`src/rtl/tree_accum_pkg.sv`:
```
// Shared types and constants for the tree accumulator sequencer.
//   state_e      : sequencer states (ACCUM, RESOLVE, HOLD)
//   TREE_IN      : compressor input count for the default lane count
//   tree_inputs  : compressor input count for any lane count (lanes + acc0 + acc1)
package tree_accum_pkg;

   localparam int DEF_NUM_LANES = 6;
   localparam int TREE_IN       = DEF_NUM_LANES + 2;

   typedef enum logic [1:0] {
      ACCUM   = 2'd0,
      RESOLVE = 2'd1,
      HOLD    = 2'd2
   } state_e;

   function automatic int tree_inputs(input int num_lanes);
      return num_lanes + 2;
   endfunction

endpackage

```
`src/rtl/tree.sv`:
```
// Carry-save compressor: reduces num_inputs operands to two words whose
// sum equals the sum of all inputs, mod 2^input_width.
//   in_vec : packed operands [num_inputs-1:0][input_width-1:0]
//   out0   : sum word
//   out1   : carry word (already shifted into position)
// Built as a chain of 3:2 full-adder rows; each row folds one more operand
// into the running (sum, carry) pair. Requires num_inputs >= 2.
module tree
   import tree_accum_pkg::*;
#(
   parameter int num_inputs  = TREE_IN,
   parameter int input_width = 64
) (
   input  logic [num_inputs-1:0][input_width-1:0] in_vec,
   output logic [input_width-1:0]                 out0,
   output logic [input_width-1:0]                 out1
);

   logic [input_width-1:0] s_chain [1:num_inputs-1];
   logic [input_width-1:0] c_chain [1:num_inputs-1];

   // The first two operands are already a valid (sum, carry) pair.
   assign s_chain[1] = in_vec[0];
   assign c_chain[1] = in_vec[1];

   generate
      for (genvar gi = 2; gi < num_inputs; gi++) begin : g_csa_row
         assign s_chain[gi] = s_chain[gi-1] ^ c_chain[gi-1] ^ in_vec[gi];
         // Majority is the carry; shifting left drops the top carry, which
         // is exactly the mod 2^input_width behaviour wanted.
         assign c_chain[gi] = ((s_chain[gi-1] & c_chain[gi-1]) |
                               (s_chain[gi-1] & in_vec[gi])    |
                               (c_chain[gi-1] & in_vec[gi])) << 1;
      end
   endgenerate

   assign out0 = s_chain[num_inputs-1];
   assign out1 = c_chain[num_inputs-1];

endmodule

```
`src/rtl/tree_accum_seq.sv`:
```
// Multi-beat packet reducer. Each accepted beat is compressed together with
// the carry-save feedback pair (acc0, acc1); after the last beat a single
// carry-propagate add resolves the pair and the result is held until the
// consumer accepts it.
//   clk, reset           : clock, asynchronous active-high reset
//   in_valid/in_ready    : beat handshake; in_data lanes, in_last ends packet
//   out_valid/out_ready  : result handshake
//   out_sum              : packet sum mod 2^WIDTH
//   out_count            : beats in packet, saturating at 2^CNT_W-1
module tree_accum_seq
   import tree_accum_pkg::*;
#(
   parameter int NUM_LANES = DEF_NUM_LANES,
   parameter int WIDTH     = 64,
   parameter int CNT_W     = 8
) (
   input  logic                             clk,
   input  logic                             reset,
   input  logic                             in_valid,
   output logic                             in_ready,
   input  logic [NUM_LANES-1:0][WIDTH-1:0]  in_data,
   input  logic                             in_last,
   output logic                             out_valid,
   input  logic                             out_ready,
   output logic [WIDTH-1:0]                 out_sum,
   output logic [CNT_W-1:0]                 out_count
);

   localparam int N_IN = tree_inputs(NUM_LANES);

   state_e                      state_q, state_d;
   logic [WIDTH-1:0]            acc0_q, acc0_d;
   logic [WIDTH-1:0]            acc1_q, acc1_d;
   logic [WIDTH-1:0]            sum_q, sum_d;
   logic [CNT_W-1:0]            cnt_q, cnt_d;
   logic [CNT_W-1:0]            count_q, count_d;
   logic [N_IN-1:0][WIDTH-1:0]  tree_in;
   logic [WIDTH-1:0]            tree_out0, tree_out1;
   logic                        beat_fire;

   // Lanes occupy the low slots, feedback pair the top two.
   assign tree_in = {acc1_q, acc0_q, in_data};

   tree #(
      .num_inputs  (N_IN),
      .input_width (WIDTH)
   ) u_tree (
      .in_vec (tree_in),
      .out0   (tree_out0),
      .out1   (tree_out1)
   );

   // Handshake flags are pure state decodes, so neither depends on the
   // opposite side's valid/ready in the same cycle.
   assign in_ready  = (state_q == ACCUM);
   assign out_valid = (state_q == HOLD);
   assign out_sum   = sum_q;
   assign out_count = count_q;
   assign beat_fire = in_valid && in_ready;

   always_comb begin
      state_d = state_q;
      acc0_d  = acc0_q;
      acc1_d  = acc1_q;
      cnt_d   = cnt_q;
      sum_d   = sum_q;
      count_d = count_q;
      case (state_q)
         ACCUM: begin
            if (beat_fire) begin
               acc0_d = tree_out0;
               acc1_d = tree_out1;
               cnt_d  = (&cnt_q) ? cnt_q : cnt_q + CNT_W'(1);
               if (in_last) begin
                  state_d = RESOLVE;
               end
            end
         end
         RESOLVE: begin
            sum_d   = acc0_q + acc1_q;
            count_d = cnt_q;
            // Clear the feedback pair here so the next packet starts clean
            // while the result sits in HOLD.
            acc0_d  = '0;
            acc1_d  = '0;
            cnt_d   = '0;
            state_d = HOLD;
         end
         HOLD: begin
            if (out_ready) begin
               state_d = ACCUM;
            end
         end
         default: begin
            state_d = ACCUM;
         end
      endcase
   end

   always_ff @(posedge clk or posedge reset) begin
      if (reset) begin
         state_q <= ACCUM;
         acc0_q  <= '0;
         acc1_q  <= '0;
         sum_q   <= '0;
         cnt_q   <= '0;
         count_q <= '0;
      end else begin
         state_q <= state_d;
         acc0_q  <= acc0_d;
         acc1_q  <= acc1_d;
         sum_q   <= sum_d;
         cnt_q   <= cnt_d;
         count_q <= count_d;
      end
   end

endmodule
```
`config.mk`:
```
export PLATFORM = sky130hd
export DESIGN_NAME = tree_accum_seq
export DESIGN_NICKNAME = d
export VERILOG_FILES = /design/src/rtl/tree_accum_pkg.sv /design/src/rtl/tree.sv /design/src/rtl/tree_accum_seq.sv
export SDC_FILE = /design/constraint.sdc
export NUM_CORES = 2
export LEC_CHECK = 0
export CAP_MARGIN = 20
export CORE_MARGIN = 2
export CORE_UTILIZATION = 47
export DETAILED_ROUTE_END_ITERATION = 10
export PLACE_DENSITY = 0.79
export SYNTH_ARGS = -nofsm -noshare
export SYNTH_HDL_FRONTEND = slang
export SYNTH_SLANG_ARGS = --single-unit
export TNS_END_PERCENT = 1
```
`constraint.sdc`:
```
create_clock -name clk -period 6.77 [get_ports clk]
set_clock_uncertainty 0.1 [all_clocks]
set_input_delay 1.354 -clock clk [delete_from_list [all_inputs] [get_ports clk]]
set_output_delay 1.354 -clock clk [all_outputs]
set_load 0.05 [all_outputs]
```
; Yosys cells after proc, flatten, opt, wreduce, memory -nomap -nowiden
; Cells that the tools add are included.
[totals]
wordCells = 74
out_inout_bits = 74
reg_bits = 210
[op_classes]
n_mux = 11
addsub = 2
eq_ne = 6
bitwise_logic = 42
n_reduce_logical = 7
[op_table]
columns = operator, count
row1 = AND 63 bit, 18
row2 = bitwise XOR 64 bit, 12
row3 = OR 63 bit, 12
row4 = one-hot mux 64 bit (2 select lines), 2
row5 = 2-to-1 mux 64 bit, 2
row6 = adder 64 bit, 1
row7 = 2-to-1 mux 8 bit, 2
row8 = one-hot mux 8 bit (2 select lines), 1
row9 = "adder 8 x 1 -> 8 bit, second input constant", 1
row10 = AND reduction 8 bit, 1
row11 = 2-to-1 mux 2 bit, 3
row12 = "inequality test 2 x 1 -> 1 bit, second input constant", 3
row13 = one-hot mux 2 bit (3 select lines), 1
row14 = AND reduction 3 bit, 2
row15 = "equality test 2 x 1 -> 1 bit, second input constant", 1
row16 = "equality test 2 bit, second input constant", 1
row17 = zero test 2 bit, 1
row18 = "inequality test 2 bit, second input constant", 1
row19 = AND reduction 2 bit, 1
row20 = nonzero test 2 bit, 1
row21 = logical AND 1 bit, 1

; Longest topological paths before layout
[depth]
depth_word = 20
ltp_mapped = 13

; By module
; Synthesis repeated with hierarchy kept, for this count alone.
[unflattened]
hier_cells = 1781
area_unflattened_um2 = 19371.1
[modules_own_cells]
columns = mod, cells_per_inst, n_inst, area_each_um2
row1 = tree_accum_seq, 1379, 1, 11661.2
row2 = tree, 402, 1, 7709.9

; Least setup slack after synthesis
; No wires, ideal clock.
[synth_timing]
kind = input to register
from = input port in_data[62] in the netlist's numbering
to = register acc0_q[63]
path_buffers = 0
setup_slack_ns = 2.266
setup_ns = 0.136
t_arrival_ns = 4.268
t_required_ns = 6.534
cell_stages = 10
cell_sequence = fa_1 > fa_1 > fa_1 > fa_1 > fa_1 > xnor2_1 > xnor2_1 > xnor2_1 > xnor2_1 > o21ai_0
[synth_via]
elab_chain_len = 15
word_cells_on_any_way = 34
classes_between = 2 x mux / 32 x bitwise
[synth_rtl]
columns = element, line
row1 = from (decl), tree_accum_seq.sv:21  ; input logic [NUM_LANES-1:0][WIDTH-1:0] in_data,
row2 = AND 63 bit (tied with other cells), tree.sv:31  ; assign c_chain[gi] = ((s_chain[gi-1] & c_chain[gi-1]) |
row3 = OR 63 bit / bitwise XOR 64 bit (equally long branches), "tree.sv:31, tree.sv:28"
row4 = OR 63 bit (tied with other cells), tree.sv:32  ; (s_chain[gi-1] & in_vec[gi]) |
row5 = bitwise XOR 64 bit / OR 63 bit (equally long branches), "tree.sv:28, tree.sv:31"
row6 = bitwise XOR 64 bit (tied with other cells), tree.sv:28  ; assign s_chain[gi] = s_chain[gi-1] ^ c_chain[gi-1] ^ in_vec[gi];
row7 = bitwise XOR 64 bit / OR 63 bit (equally long branches), "tree.sv:28, tree.sv:31"
row8 = bitwise XOR 64 bit (tied with other cells), tree.sv:28
row9 = bitwise XOR 64 bit / OR 63 bit (equally long branches), "tree.sv:28, tree.sv:31"
row10 = bitwise XOR 64 bit (tied with other cells), tree.sv:28
row11 = bitwise XOR 64 bit / OR 63 bit (equally long branches), "tree.sv:28, tree.sv:31"
row12 = bitwise XOR 64 bit / OR 63 bit (equally long branches), "tree.sv:28, tree.sv:32"
row13 = bitwise XOR 64 bit (*) (2 in series), tree.sv:28
row14 = 2-to-1 mux 64 bit (*), tree_accum_seq.sv:70  ; if (beat_fire) begin
row15 = one-hot mux 64 bit (2 select lines) (*), tree_accum_seq.sv:68  ; case (state_q)
row16 = to (signal assigned), tree_accum_seq.sv:103  ; acc0_q <= '0;
row17 = to (signal assigned), tree_accum_seq.sv:110  ; acc0_q <= acc0_d;
row18 = to (decl), tree_accum_seq.sv:32  ; logic [WIDTH-1:0] acc0_q, acc0_d;
; Mark *: on every way between the ends. The rest lies on a longest branch, timed or not. The select of a mux whose other input is x is not followed.
; A chain may end at the register's enable or synchronous reset.

; Worst setup path in the final report
; Ends and elaborated chain as after synthesis.

==> results.txt <==
----------------------------------------------------
[STA]
  Total negative slack for setup checks ... 0 ns
  Worst slew margin relative to its limit ... 36.9%
  Max-slew violation count ... 0
  Number of hold violations in the final report ... 0
  Fin crit share ... 68.2%
  Final period demand of the worst path ... 4.62 ns
  Setup repair after global routing missed its margin ... no
  Max Clock Freq ... 217 MHz
  Setup violations, final ... 0
  Slew at the pin closest to its max-slew limit ... 0.946 ns

[Global route]
  Number of antenna violations at the first check in global routing ... 0
  Via count of the first global-routing pass ... 16100
  Global-route total usage across every layer ... 23.6%
  Remaining global-route overflow ... 0
  Largest net degree at the start of global routing ... 119
  Wire length of the first global-routing pass ... 80.2 mm

[Power]
  Net Sw Power ... 4.98 mW
  Fraction of power consumed by the clock network ... 13.4%
  Internal cell power ... 5.59 mW
  Relative contribution of sequential cells to total power ... 21.5%
  Net switching share of the total power ... 47.1%
  IR drop worst, VDD ... 231 uV
  Share of power burned in combinational logic ... 65.2%
  Pwr dens ... 422 nW/um2
  Static leakage ... 11.0 nW
  Power, Total ... 10.6 mW

[Worst setup path]
  Internal reg-to-reg setup slack ... 2.45 ns
  Kind of cell adding the most delay to the critical path ... adder cells
  Most used cell, CP ... fa_1
  Worst path required time ... 7.03 ns
  Max incr delay on CP ... 0.56 ns
  Arrival time of data at the critical path endpoint ... 4.88 ns
  Worst Setup End Kind ... flop
  Critical-path cell list ... clkdlybuf4s50_1, fa_1, fa_1, fa_1, fa_1, fa_1, xnor2_1, xnor2_1, xnor2_1, xnor2_1, o21ai_0
  Critical path class ... primary input to flop
  Maximum fanout along the worst path ... 1
  Crit path buf inv count ... 1
  Cell with the largest stage delay on the worst path ... fa_1
  Startpoint type of the worst setup path ... primary input

[Placed design]
  Cell count after placement ... 2681
  HPWL after DPL ... 39.6 mm
  GP Congestion ... 0.906
  Placed cell area ... 24200 um2
  Number of port buffers ... 462

[Synth]
  Top cell types by occurrence after synthesis ... 399 x nand2_1, 373 x fa_1, 208 x dfrtp_1
  Post-synthesis instance area ... 19100 um2
  Post-synth net total ... 2599
  Post-synth top area cell ... fa_1
  Mean instance size in the synthesized netlist ... 10.8 um2
  Seq/Total Area, Yosys ... 27.2%
  Share of Yosys cell area claimed by the top area cell type ... 39.1%
  Synth unique cells ... 57
  Most common cell in the netlist ... nand2_1
  Warnings, synthesis ... 0
  Top FF cell, synth ... dfrtp_1
  Dominant cells by area after synthesis ... fa_1 39%, dfrtp_1 27%, nand2_1 7.8%, ha_1 4.4%, nand3_1 3.7%
  Async set-reset flop share out of synthesis ... 100%
  Number of enable flip-flop cells after synthesis ... 0
  Register bit count reported by yosys ... 208
  Synth Instances ... 1770

[Routing]
  Antenna violation net count after detailed routing ... 0
  DRT Wirelength ... 48.7 mm
  Post-DR wirelength/cell ... 17.9 um
  DRC violation count after routing ... 0
  Number of DRC violations after detailed-routing iteration 0 ... 910
  Routed vias ... 14700
  Ratio of routed vias to standard cells ... 5.40
  Detailed-router iteration count before antenna repair ... 5

[Hold path]
  HP Class ... flop to flop

[Layout]
  Synthesis-to-layout area growth ... 31.1%
  Area used by multi-input combinational logic ... 13500 um2
  Final layout net count ... 3013
  Non-filler cells, final ... 2726
  Register Area ... 5200 um2
  Fraction of final layout cells sized beyond drive strength 1 ... 2.86%
  Antenna Cells ... 0
  Number of inserted filler cells in the final layout ... 3139
  Finished layout cell area ... 25100 um2

[Die]
  Core region area ... 39900 um2
  Number of ports placed on the die boundary ... 463
  Row cnt ... 73
  Die area ... 42300 um2
  Width of the die ... 206 um
  Vertical die dimension ... 206 um
  Initial Util ... 47.9%

[Flow run]
  Max Cap Violations ... 0

[CTS]
  CTS tree ... done
  Number of buffers inserted for hold repair after clock tree synthesis ... 0
  Post CTS Setup Buffer Count ... 0
  Clock network latency to the later pin of the worst-skew pair ... 0.53 ns
  Sink count of the clock tree ... 208
  Clk Tree Root Cell ... clkbuf_16
  CTS H-tree lvls ... 1
  Cts repair resizes ... 0
  Clock buffers created by TritonCTS ... 25
  Buffer levels on the longest clock path ... 3
  Clock transition at the register clock pins on the worst setup and hold paths after CTS ... 0.06 ns

[Status]
  Run status ... finished, final reports clean

----------------------------------------------------
[worst register-to-register path, delay by kind of cell, from the launching register on]
kind	cells	cell delay (ns)
AND/OR/NAND/NOR	1	0.21
buffers and inverters	1	0.07
XOR/XNOR	1	0.33
adder cells (fa/ha/maj)	2	0.44
flip-flops	1	0.43
AO/OA/AOI/OAI	8	2.62
[final timing paths]
kind,end,cells after the start,startpoint
max,acc0_q[63]$_DFFE_PP0P_,11,in_data[62]
min,out_count[2]$_DFFE_PP0P_,2,out_count[2]$_DFFE_PP0P_
max reg2reg,out_sum[58]$_DFFE_PP0P_,13,acc0_q[2]$_DFFE_PP0P_
min reg2reg,out_count[2]$_DFFE_PP0P_,2,out_count[2]$_DFFE_PP0P_
max in group asynchronous,acc0_q[20]$_DFFE_PP0P_,3,reset
min in group asynchronous,out_count[1]$_DFFE_PP0P_,2,reset
[cell usage in the layout (no fill, tap or decap), drive strengths merged, types with 5 or more instances in the layout]
master / instances
clkdlybuf4s50: 462
nand2: 399
fa: 373
dfrtp: 208
nand3: 142
o21ai: 91
a21oi: 84
ha: 67
xnor2: 45
inv: 42
nor2: 38
clkbuf: 34
xor2: 29
a21o: 20
nand4: 18
o21bai: 17
a31oi: 10
nand2b: 10
buf: 9
nor3: 8
a211oi: 7
and3: 6
nor4: 6
o211ai: 6
nor2b: 6
o31ai: 6
o2111ai: 5
o21a: 5
[cells by family (layout without fill, tap and decap cells)]
logic type,after synthesis,after routing,synth area share [%]
AOI/OAI and AO/OA,271,271,8.73
adders and majority gates,440,440,43.4
buffers and inverters,126,557,2.51
and+or+nand+nor,651,651,14.7
DFF,208,208,27.2
xor gates and xnor gates,74,74,3.39
[flip-flops by register name, summed over array words and instances, names as in the netlist]
register   cells
acc0_q        64
out_sum       64
state_q        2
out_count      8
cnt_q          8
acc1_q        62
[cell type report]
type / instances / area share, %
Inverter: 42 / 0.644
Sequential cell: 208 / 20.8
Clock buffer: 34 / 2.79
Tap cell: 525 / 2.62
Multi-Input combinational cell: 1436 / 53.7
Timing Repair Buffer: 471 / 18.9
Clock inverter: 10 / 0.624
[power groups by stage]
stage | Clock (mW) | Sequential [mW] | Combinational (mW)
after CTS | 1.44 | 2.28 | 6.99
after detailed placement | 0 | 2.29 | 6.88
after floorplan | 0 | 2.79 | 4.34
final | 1.41 | 2.27 | 6.89
after global routing | 1.48 | 2.36 | 7.84
after global placement | 0 | 2.27 | 6.62
[metrics by stage]
stage	util [%]	hold WS, ns	setup slack, ns
6_report	62.8	0.374	2.15
5_1_grt	62.8	0.396	1.95
4_1_cts	62.7	0.377	2.13
3_5_place_dp	60.6	0.363	1.59
3_3_place_gp	60.6	0.362	1.68
2_1_floorplan	-	0.367	2.27
[routing by layer]
| metal | vias to the layer above | share of wire [%] | global-route usage [%] |
|---|---|---|---|
| met5 | - | 0 | 0 |
| li1 | 6710 | - | - |
| met1 | 7393 | 38 | 28.9 |
| met3 | 81 | 7.1 | 4.02 |
| met4 | 0 | 2.2 | 5.81 |
| met2 | 548 | 53 | 43.2 |
(Power assumes the default switching activity.)
